### config.mk
export PLATFORM = sky130hd
export DESIGN_NAME = multi_cycle_control_flat
export DESIGN_NICKNAME = d
export VERILOG_FILES = /design/src/rtl/multi_cycle_control_if.sv /design/src/rtl/multi_cycle_control.sv /design/src/flat_wrapper.sv
export SDC_FILE = /design/constraint.sdc
export NUM_CORES = 1
export LEC_CHECK = 0
export BUFFER_PORTS_ARGS = -buffer_cell sky130_fd_sc_hd__buf_2
export CAP_MARGIN = 10
export CORE_MARGIN = 3
export CORE_UTILIZATION = 54
export DETAILED_ROUTE_END_ITERATION = 16
export PLACE_DENSITY = 0.85
export REMOVE_ABC_BUFFERS = 1
export SYNTH_ARGS = -nofsm -noshare
export SYNTH_HDL_FRONTEND = slang
export SYNTH_SLANG_ARGS = --single-unit
### constraint.sdc
create_clock -name clk -period 5.8 [get_ports clk]
set_clock_uncertainty 0.15 [all_clocks]
set_input_delay 0.87 -clock clk [delete_from_list [all_inputs] [get_ports clk]]
set_output_delay 0.87 -clock clk [all_outputs]
set_load 0.005 [all_outputs]
### src/rtl/multi_cycle_control_if.sv
// Memory handshake between the multi-cycle sequencer and instruction/data memory.
// The controller drives the request and address-select lines; memory returns mem_ready.
interface multi_cycle_control_if;
  logic Mem_r;
  logic Mem_w;
  logic I_or_D;
  logic mem_ready;

  modport master (output Mem_r, output Mem_w, output I_or_D, input mem_ready);
  modport slave  (input Mem_r, input Mem_w, input I_or_D, output mem_ready);
endinterface

### src/rtl/multi_cycle_control.sv
// Multi-cycle MIPS control sequencer: FETCH/DECODE/EXEC/MEM/WB state machine with
// registered Moore controls, ready-gated memory accesses and a retired-instruction count.
module multi_cycle_control #(
  parameter int CNT_W = 16
) (
  input  logic                  clk,
  input  logic                  rst,
  multi_cycle_control_if.master mem,
  input  logic [5:0]            Opcode,
  output logic                  PC_w,
  output logic                  IR_w,
  output logic                  Reg_w,
  output logic                  Reg_dst,
  output logic                  ALU_src,
  output logic                  Mem_to_reg,
  output logic [1:0]            ALU_op,
  output logic                  illegal,
  output logic [3:0]            busy_state,
  output logic [CNT_W-1:0]      retired
);

  typedef enum logic [3:0] {
    FETCH    = 4'd0,
    DECODE   = 4'd1,
    EXEC_R   = 4'd2,
    EXEC_I   = 4'd3,
    MEM_ADDR = 4'd4,
    MEM_RD   = 4'd5,
    MEM_WR   = 4'd6,
    WB_R     = 4'd7,
    WB_I     = 4'd8,
    WB_MEM   = 4'd9
  } state_t;

  localparam logic [5:0] OP_RTYPE = 6'b000000;
  localparam logic [5:0] OP_ADDIU = 6'b001001;
  localparam logic [5:0] OP_ORI   = 6'b001101;
  localparam logic [5:0] OP_LW    = 6'b100011;
  localparam logic [5:0] OP_SW    = 6'b101011;

  typedef struct packed {
    logic       i_or_d;
    logic       mem_r;
    logic       mem_w;
    logic       reg_w;
    logic       reg_dst;
    logic       alu_src;
    logic       mem_to_reg;
    logic [1:0] alu_op;
  } ctrl_t;

  // Moore control word for a state; the opcode only matters for the I-type ALU op.
  function automatic ctrl_t decode_ctrl(state_t s, logic [5:0] opc);
    ctrl_t c;
    c = '0;
    case (s)
      FETCH:    c.mem_r = 1'b1;
      EXEC_R:   c.alu_op = 2'b10;
      WB_R:     begin c.reg_w = 1'b1; c.reg_dst = 1'b1; c.alu_op = 2'b10; end
      EXEC_I:   begin c.alu_src = 1'b1; c.alu_op = (opc == OP_ORI) ? 2'b11 : 2'b01; end
      WB_I:     begin
                  c.reg_w   = 1'b1;
                  c.alu_src = 1'b1;
                  c.alu_op  = (opc == OP_ORI) ? 2'b11 : 2'b01;
                end
      MEM_ADDR: begin c.alu_src = 1'b1; c.alu_op = 2'b01; end
      MEM_RD:   begin c.mem_r = 1'b1; c.i_or_d = 1'b1; end
      MEM_WR:   begin c.mem_w = 1'b1; c.i_or_d = 1'b1; end
      WB_MEM:   begin c.reg_w = 1'b1; c.mem_to_reg = 1'b1; end
      default:  c = '0;
    endcase
    return c;
  endfunction

  state_t     state, state_nxt;
  logic [5:0] opc_q, opc_nxt;
  ctrl_t      ctrl_q;
  logic       op_legal;
  logic       retire;

  assign op_legal = (Opcode == OP_RTYPE) || (Opcode == OP_ADDIU) || (Opcode == OP_ORI) ||
                    (Opcode == OP_LW)    || (Opcode == OP_SW);

  assign retire = (state == WB_R) || (state == WB_I) || (state == WB_MEM) ||
                  ((state == MEM_WR) && mem.mem_ready);

  // NOTE: every signal written here gets a default first, so no path leaves one unassigned and no latch is inferred.
  always_comb begin
    state_nxt = FETCH;
    opc_nxt   = opc_q;
    case (state)
      FETCH:    state_nxt = mem.mem_ready ? DECODE : FETCH;
      DECODE: begin
        opc_nxt = Opcode;
        case (Opcode)
          OP_RTYPE:        state_nxt = EXEC_R;
          OP_ADDIU, OP_ORI: state_nxt = EXEC_I;
          OP_LW, OP_SW:    state_nxt = MEM_ADDR;
          default:         state_nxt = FETCH;
        endcase
      end
      EXEC_R:   state_nxt = WB_R;
      EXEC_I:   state_nxt = WB_I;
      MEM_ADDR: state_nxt = (opc_q == OP_LW) ? MEM_RD : MEM_WR;
      MEM_RD:   state_nxt = mem.mem_ready ? WB_MEM : MEM_RD;
      MEM_WR:   state_nxt = mem.mem_ready ? FETCH : MEM_WR;
      default:  state_nxt = FETCH;
    endcase
  end

  // Controls are registered from the next state so they line up with the state register.
  // NOTE: sequential state uses non-blocking assignments so every register samples pre-edge values.
  always_ff @(posedge clk) begin
    if (rst) begin
      state   <= FETCH;
      opc_q   <= '0;
      ctrl_q  <= decode_ctrl(FETCH, '0);
      retired <= '0;
    end else begin
      state  <= state_nxt;
      opc_q  <= opc_nxt;
      ctrl_q <= decode_ctrl(state_nxt, opc_nxt);
      if (retire) retired <= retired + CNT_W'(1);
    end
  end

  // Reset forces every control low immediately, abandoning any pending access.
  assign mem.Mem_r   = ctrl_q.mem_r  & ~rst;
  assign mem.Mem_w   = ctrl_q.mem_w  & ~rst;
  assign mem.I_or_D  = ctrl_q.i_or_d & ~rst;
  assign Reg_w       = ctrl_q.reg_w      & ~rst;
  assign Reg_dst     = ctrl_q.reg_dst    & ~rst;
  assign ALU_src     = ctrl_q.alu_src    & ~rst;
  assign Mem_to_reg  = ctrl_q.mem_to_reg & ~rst;
  assign ALU_op      = rst ? 2'b00 : ctrl_q.alu_op;
  assign PC_w        = ~rst & (state == FETCH) & mem.mem_ready;
  assign IR_w        = ~rst & (state == FETCH) & mem.mem_ready;
  assign illegal     = ~rst & (state == DECODE) & ~op_legal;
  assign busy_state  = rst ? 4'd0 : state;

endmodule
### src/flat_wrapper.sv
// flat-port wrapper written by rule: the top's interface ports become plain ports
module multi_cycle_control_flat 
#(
  parameter int CNT_W = 16
)
  (clk, rst, Opcode, PC_w, IR_w, Reg_w, Reg_dst, ALU_src, Mem_to_reg, ALU_op, illegal, busy_state, retired, mem_Mem_r, mem_Mem_w, mem_I_or_D, mem_mem_ready);
  multi_cycle_control_if mem_i ();
  input  logic clk;
  input  logic rst;
  input  logic [5:0] Opcode;
  output logic PC_w;
  output logic IR_w;
  output logic Reg_w;
  output logic Reg_dst;
  output logic ALU_src;
  output logic Mem_to_reg;
  output logic [1:0] ALU_op;
  output logic illegal;
  output logic [3:0] busy_state;
  output logic [CNT_W-1:0] retired;
  output wire logic [$bits(mem_i.Mem_r)-1:0] mem_Mem_r;
  output wire logic [$bits(mem_i.Mem_w)-1:0] mem_Mem_w;
  output wire logic [$bits(mem_i.I_or_D)-1:0] mem_I_or_D;
  input wire logic [$bits(mem_i.mem_ready)-1:0] mem_mem_ready;
  assign mem_Mem_r = mem_i.Mem_r;
  assign mem_Mem_w = mem_i.Mem_w;
  assign mem_I_or_D = mem_i.I_or_D;
  assign mem_i.mem_ready = mem_mem_ready;
  multi_cycle_control #(.CNT_W(CNT_W)) u_core (.clk(clk), .rst(rst), .mem(mem_i), .Opcode(Opcode), .PC_w(PC_w), .IR_w(IR_w), .Reg_w(Reg_w), .Reg_dst(Reg_dst), .ALU_src(ALU_src), .Mem_to_reg(Mem_to_reg), .ALU_op(ALU_op), .illegal(illegal), .busy_state(busy_state), .retired(retired));
endmodule
==> Yosys cells after proc, flatten, opt, wreduce, memory -nomap -nowiden <==
Cells that the tools add are included.
Widths: inputs -> output; s select.
{ "classes": {"add_sub_neg": 1, "n_eq_ne": 23, "mux": 18, "bitwise_logic": 13, "reduce_logical": 19} }
{ "op_table": {"columns": ["operator", "n"], "rows": [
  ["$eq 4x3->1 const B", 8],
  ["$pmux 4 s7", 1],
  ["$eq 6x4->1 const B", 3],
  ["$eq 6x6->1 const B", 3],
  ["$add 16x1->16 const B", 1],
  ["$eq 4x2->1 const B", 4],
  ["$eq 4x4->1 const B", 4],
  ["$reduce_or 2->1", 6],
  ["$and 1x1->1", 11],
  ["$pmux 3 s3", 1],
  ["$logic_not 4->1", 2],
  ["$mux 1", 8],
  ["$mux 4", 2],
  ["$logic_or 1x1->1", 7],
  ["$logic_not 6->1", 1],
  ["$mux 2", 3],
  ["$mux 6", 1],
  ["$pmux 2 s3", 1],
  ["$reduce_or 3->1", 2],
  ["$eq 4x1->1 const B", 1],
  ["$mux 3", 1],
  ["$not 1->1", 2],
  ["$logic_and 1x1->1", 1]
]} }
{ "totals": {"reg_bits": 35, "in_bits": 9, "out_inout_bits": 32, "elab_cells": 85} }

==> Depth between registers and ports, before layout <==
{ "depth": {"ltp_word": 7, "ltp_mapped": 7, "mapped_depth_nobuf": 5} }

==> Worst setup path after synthesis <==
No wires, ideal clock.
{ "synth_timing": {"path_kind": "input port to output port", "from": "input rst", "to": "output PC_w", "t_arrival_ps": 1584, "required_time_ps": 4780, "path_slack_ps": 3196, "cell_stages": 4, "path_buffers": 2, "cell_sequence": "clkbuf_1 > inv_1 > and4_1 > buf_4"} }
{ "synth_via": {"elab_chain_cells": 3} }
{ "synth_lines": {"columns": ["element", "line_no", "source"], "rows": [
  ["start, declared", "flat_wrapper.sv:9", "input logic rst;"],
  ["$not 1->1", null, null],
  ["$and 1x1->1 (2 in series)", null, null],
  ["end, declared", "flat_wrapper.sv:11", "output logic PC_w;"]
]} }
No other way between the ends.

==> Worst setup path in the final report <==
{ "layout_timing": {"from": "input rst", "to": "output PC_w"} }
{ "layout_via": {"elab_chain_cells": 3} }
{ "layout_lines": {"columns": ["element", "line_no", "source"], "rows": [
  ["$not 1->1", "multi_cycle_control.sv:136", "assign PC_w = ~rst & (state == FETCH) & mem.mem_ready;"],
  ["$and 1x1->1 (2 in series)", "multi_cycle_control.sv:136", null]
]} }
No other way between the ends.

==> results.ini <==
[clock_network]
holdBufCountCts=0
clkSlewWorstSetupHoldPaths_ns=0.10
clock-sinks=34
root_buffer=clkbuf_4
cts_setup_buffers=0
clockBufferDepth=2
cts_resized=0
htreeDepth=2
cts_buffers=5
clk_latency_ns=0.33
cts_tree=built

[detailed_routing]
drcViolationCount=0
vias=1564
wirelength_mm=3.43
first_iter_violations=78
wire_per_inst_um=12.1
antenna_left=0
dr.pass1.iters=6
vias_per_cell=5.53

[synth]
yosysSeqAreaShare=0.399
synth_ff_type=dfxtp_1
yosysWarnings=0
synth_area_per_cell_um2=8.28
synthCells=206
synthAdderAreaFrac=0.00733
ys_seq_elements=34
synth_largest_area_cell=dfxtp_1
synthDistinctLibCells=42
netlist.area_leader.share=0.399
synth_edf_count=0
synth_top_family_by_area=simple AND/OR/NAND/NOR gates
synthArstFlopShare=0
synth_xor_area_frac=0.0359
syn-cell-area_mm2=0.00171
synthSimpleGateAreaFrac=0.337
synth-compound-area-share=0.155
synth_area_leaders=dfxtp_1, nor2b_1, a21oi_1, nand2_1, nor2_1
muxShareOfSynthArea=0.0117

[power_and_ir_drop]
peakVddDrop_mv=0.221
power_density_mw_per_mm2=282
p_leak_nw=0.815

[timing]
tns_ns=0
period_minus_slack_ns=3.00
slew-limit-headroom=0.559
hold_viol=0
rsz0062_at_grt=false
maxSlewViolCount=0
finalSetupViolations=0
max_freq_mhz=334
worst_slew_pin_slew_ns=0.662
post-route-period-util=0.517

[worst_hold_path]
hold_path.class=flop to flop

[die]
die_y_um=62.2
pin_count=41
die_x_um=62.2
dieArea_mm2=0.00387
rows=19
coreArea_mm2=0.00288
start_util=0.593

[final_layout]
fin_area_mm2=0.00193
finalNetCount=251
num_antenna_cells=0
synthToLayoutAreaGrowth_pct=13.3
final_cells=283
final.fill_count=267
drive_gt1_frac=0.216

[critical_path]
worst-path-max-fanout=39
start_kind=input port
regToRegSetupSlack_ns=3.65
arrival_ns=1.98
end_kind=primary output
crit_required_ns=4.78
criticalPathCategory=input port to primary output

[placed_design]
dpl.cell_count=276
hpwl_mm=2.51
dpl_cell_area_mm2=0.00189
io_buffers=40
gp_congestion=0.859

[global_routing]
antenna_found_initial=0
grt_pass1_wl_mm=5.84
grt_pass1_vias=1354
grtUsageTotal=0.183
grt_max_degree=40
overflow=0

[flow_run]
maxCapViolCount=0

[run_status]
status=completed

-- cells in the mapped netlist, types with 3 or more instances --
cell       n
and2_1     3
inv_1      6
or3_1     11
and4_1     3
dfxtp_1   34
xor2_1     5
nor3_1     3
a21oi_1   16
nand3b_1   3
nand4_1    8
nor2_1    20
nor2b_1   15
nand3_1    6
clkbuf_1   6
o21ai_0   12
nand2_1   20
-- cell usage in the layout (no fill, tap or decap), drive strengths merged, types with 3 or more instances in the layout --
master,synthesis,final
buf,6,40
xor2,5,5
nand3,6,6
dfxtp,34,34
nor2,20,20
or3,12,12
and2,3,3
inv,6,6
nand3b,3,3
o21ai,12,12
nand2,20,20
nor2b,15,15
nand4,8,8
a21oi,17,17
and4,3,3
nor3,3,3
clkbuf,6,7
-- through the flow --
| step | hold WS, ns | power (mW) | util | setup WS, ns |
|---|---|---|---|---|
| 4_1_cts | 0.305 | 0.551 | 0.672 | 2.79 |
| 6_report | 0.305 | 0.545 | 0.672 | 2.80 |
| 5_1_grt | 0.365 | 0.583 | 0.672 | 2.67 |
| 2_1_floorplan | 0.276 | 0.390 | - | 3.32 |
| 3_3_place_gp | 0.289 | 0.429 | 0.657 | 2.83 |
| 3_5_place_dp | 0.293 | 0.433 | 0.657 | 2.80 |
-- critical path: stages --
cell    delay, ns
buf_2        0.52
inv_1        0.21
and4_1       0.25
buf_2        0.13
-- path summary, 6_finish.rpt --
check                  start          endpoint  cells past startpoint
min          u_core.opc_q[0]   u_core.opc_q[0]                      2
min reg2reg  u_core.opc_q[0]   u_core.opc_q[0]                      2
max                      rst              PC_w                      4
max reg2reg  u_core.state[0]  u_core.ctrl_q[8]                      5
-- registers in the layout (all words and copies together) (netlist names) --
register / flops
u_core.retired: 16
u_core.ctrl_q: 8
u_core.opc_q: 6
u_core.state: 4
-- cell families (layout without fill, tap and decap cells) --
group	after synthesis	after routing
AOI/OAI and AO/OA	40	40
buffers and inverters	18	53
muxes	2	2
adders and majority gates	1	1
xor gates and xnor gates	7	7
DFF	34	34
and+or+nand+nor	104	104
-- power by group --
part           internal [mW]  leakage [nW]  switching (mW)
Sequential             0.255         0.275          0.0234
Clock                 0.0457        0.0254          0.0716
Combinational         0.0718         0.514          0.0775
-- routing by layer --
metal	vias up	routed length [um]	share of wire	GRT usage
met5	-	0	0	0
met4	0	47	0.014	0.0691
met3	6	206	0.060	0.0468
met2	45	1640	0.48	0.315
met1	719	1540	0.45	0.219
li1	794	-	-	-
-- layout make-up --
type / instances / area [um2] / share of cell area
Clock buffer: 7 / 45.0 / 0.0233
Inverter: 6 / 22.5 / 0.0116
Multi-Input combinational cell: 154 / 933 / 0.483
Sequential cell: 34 / 681 / 0.352
Tap cell: 42 / 52.6 / 0.0272
Timing Repair Buffer: 40 / 200 / 0.103
(Power assumes the default switching activity.)
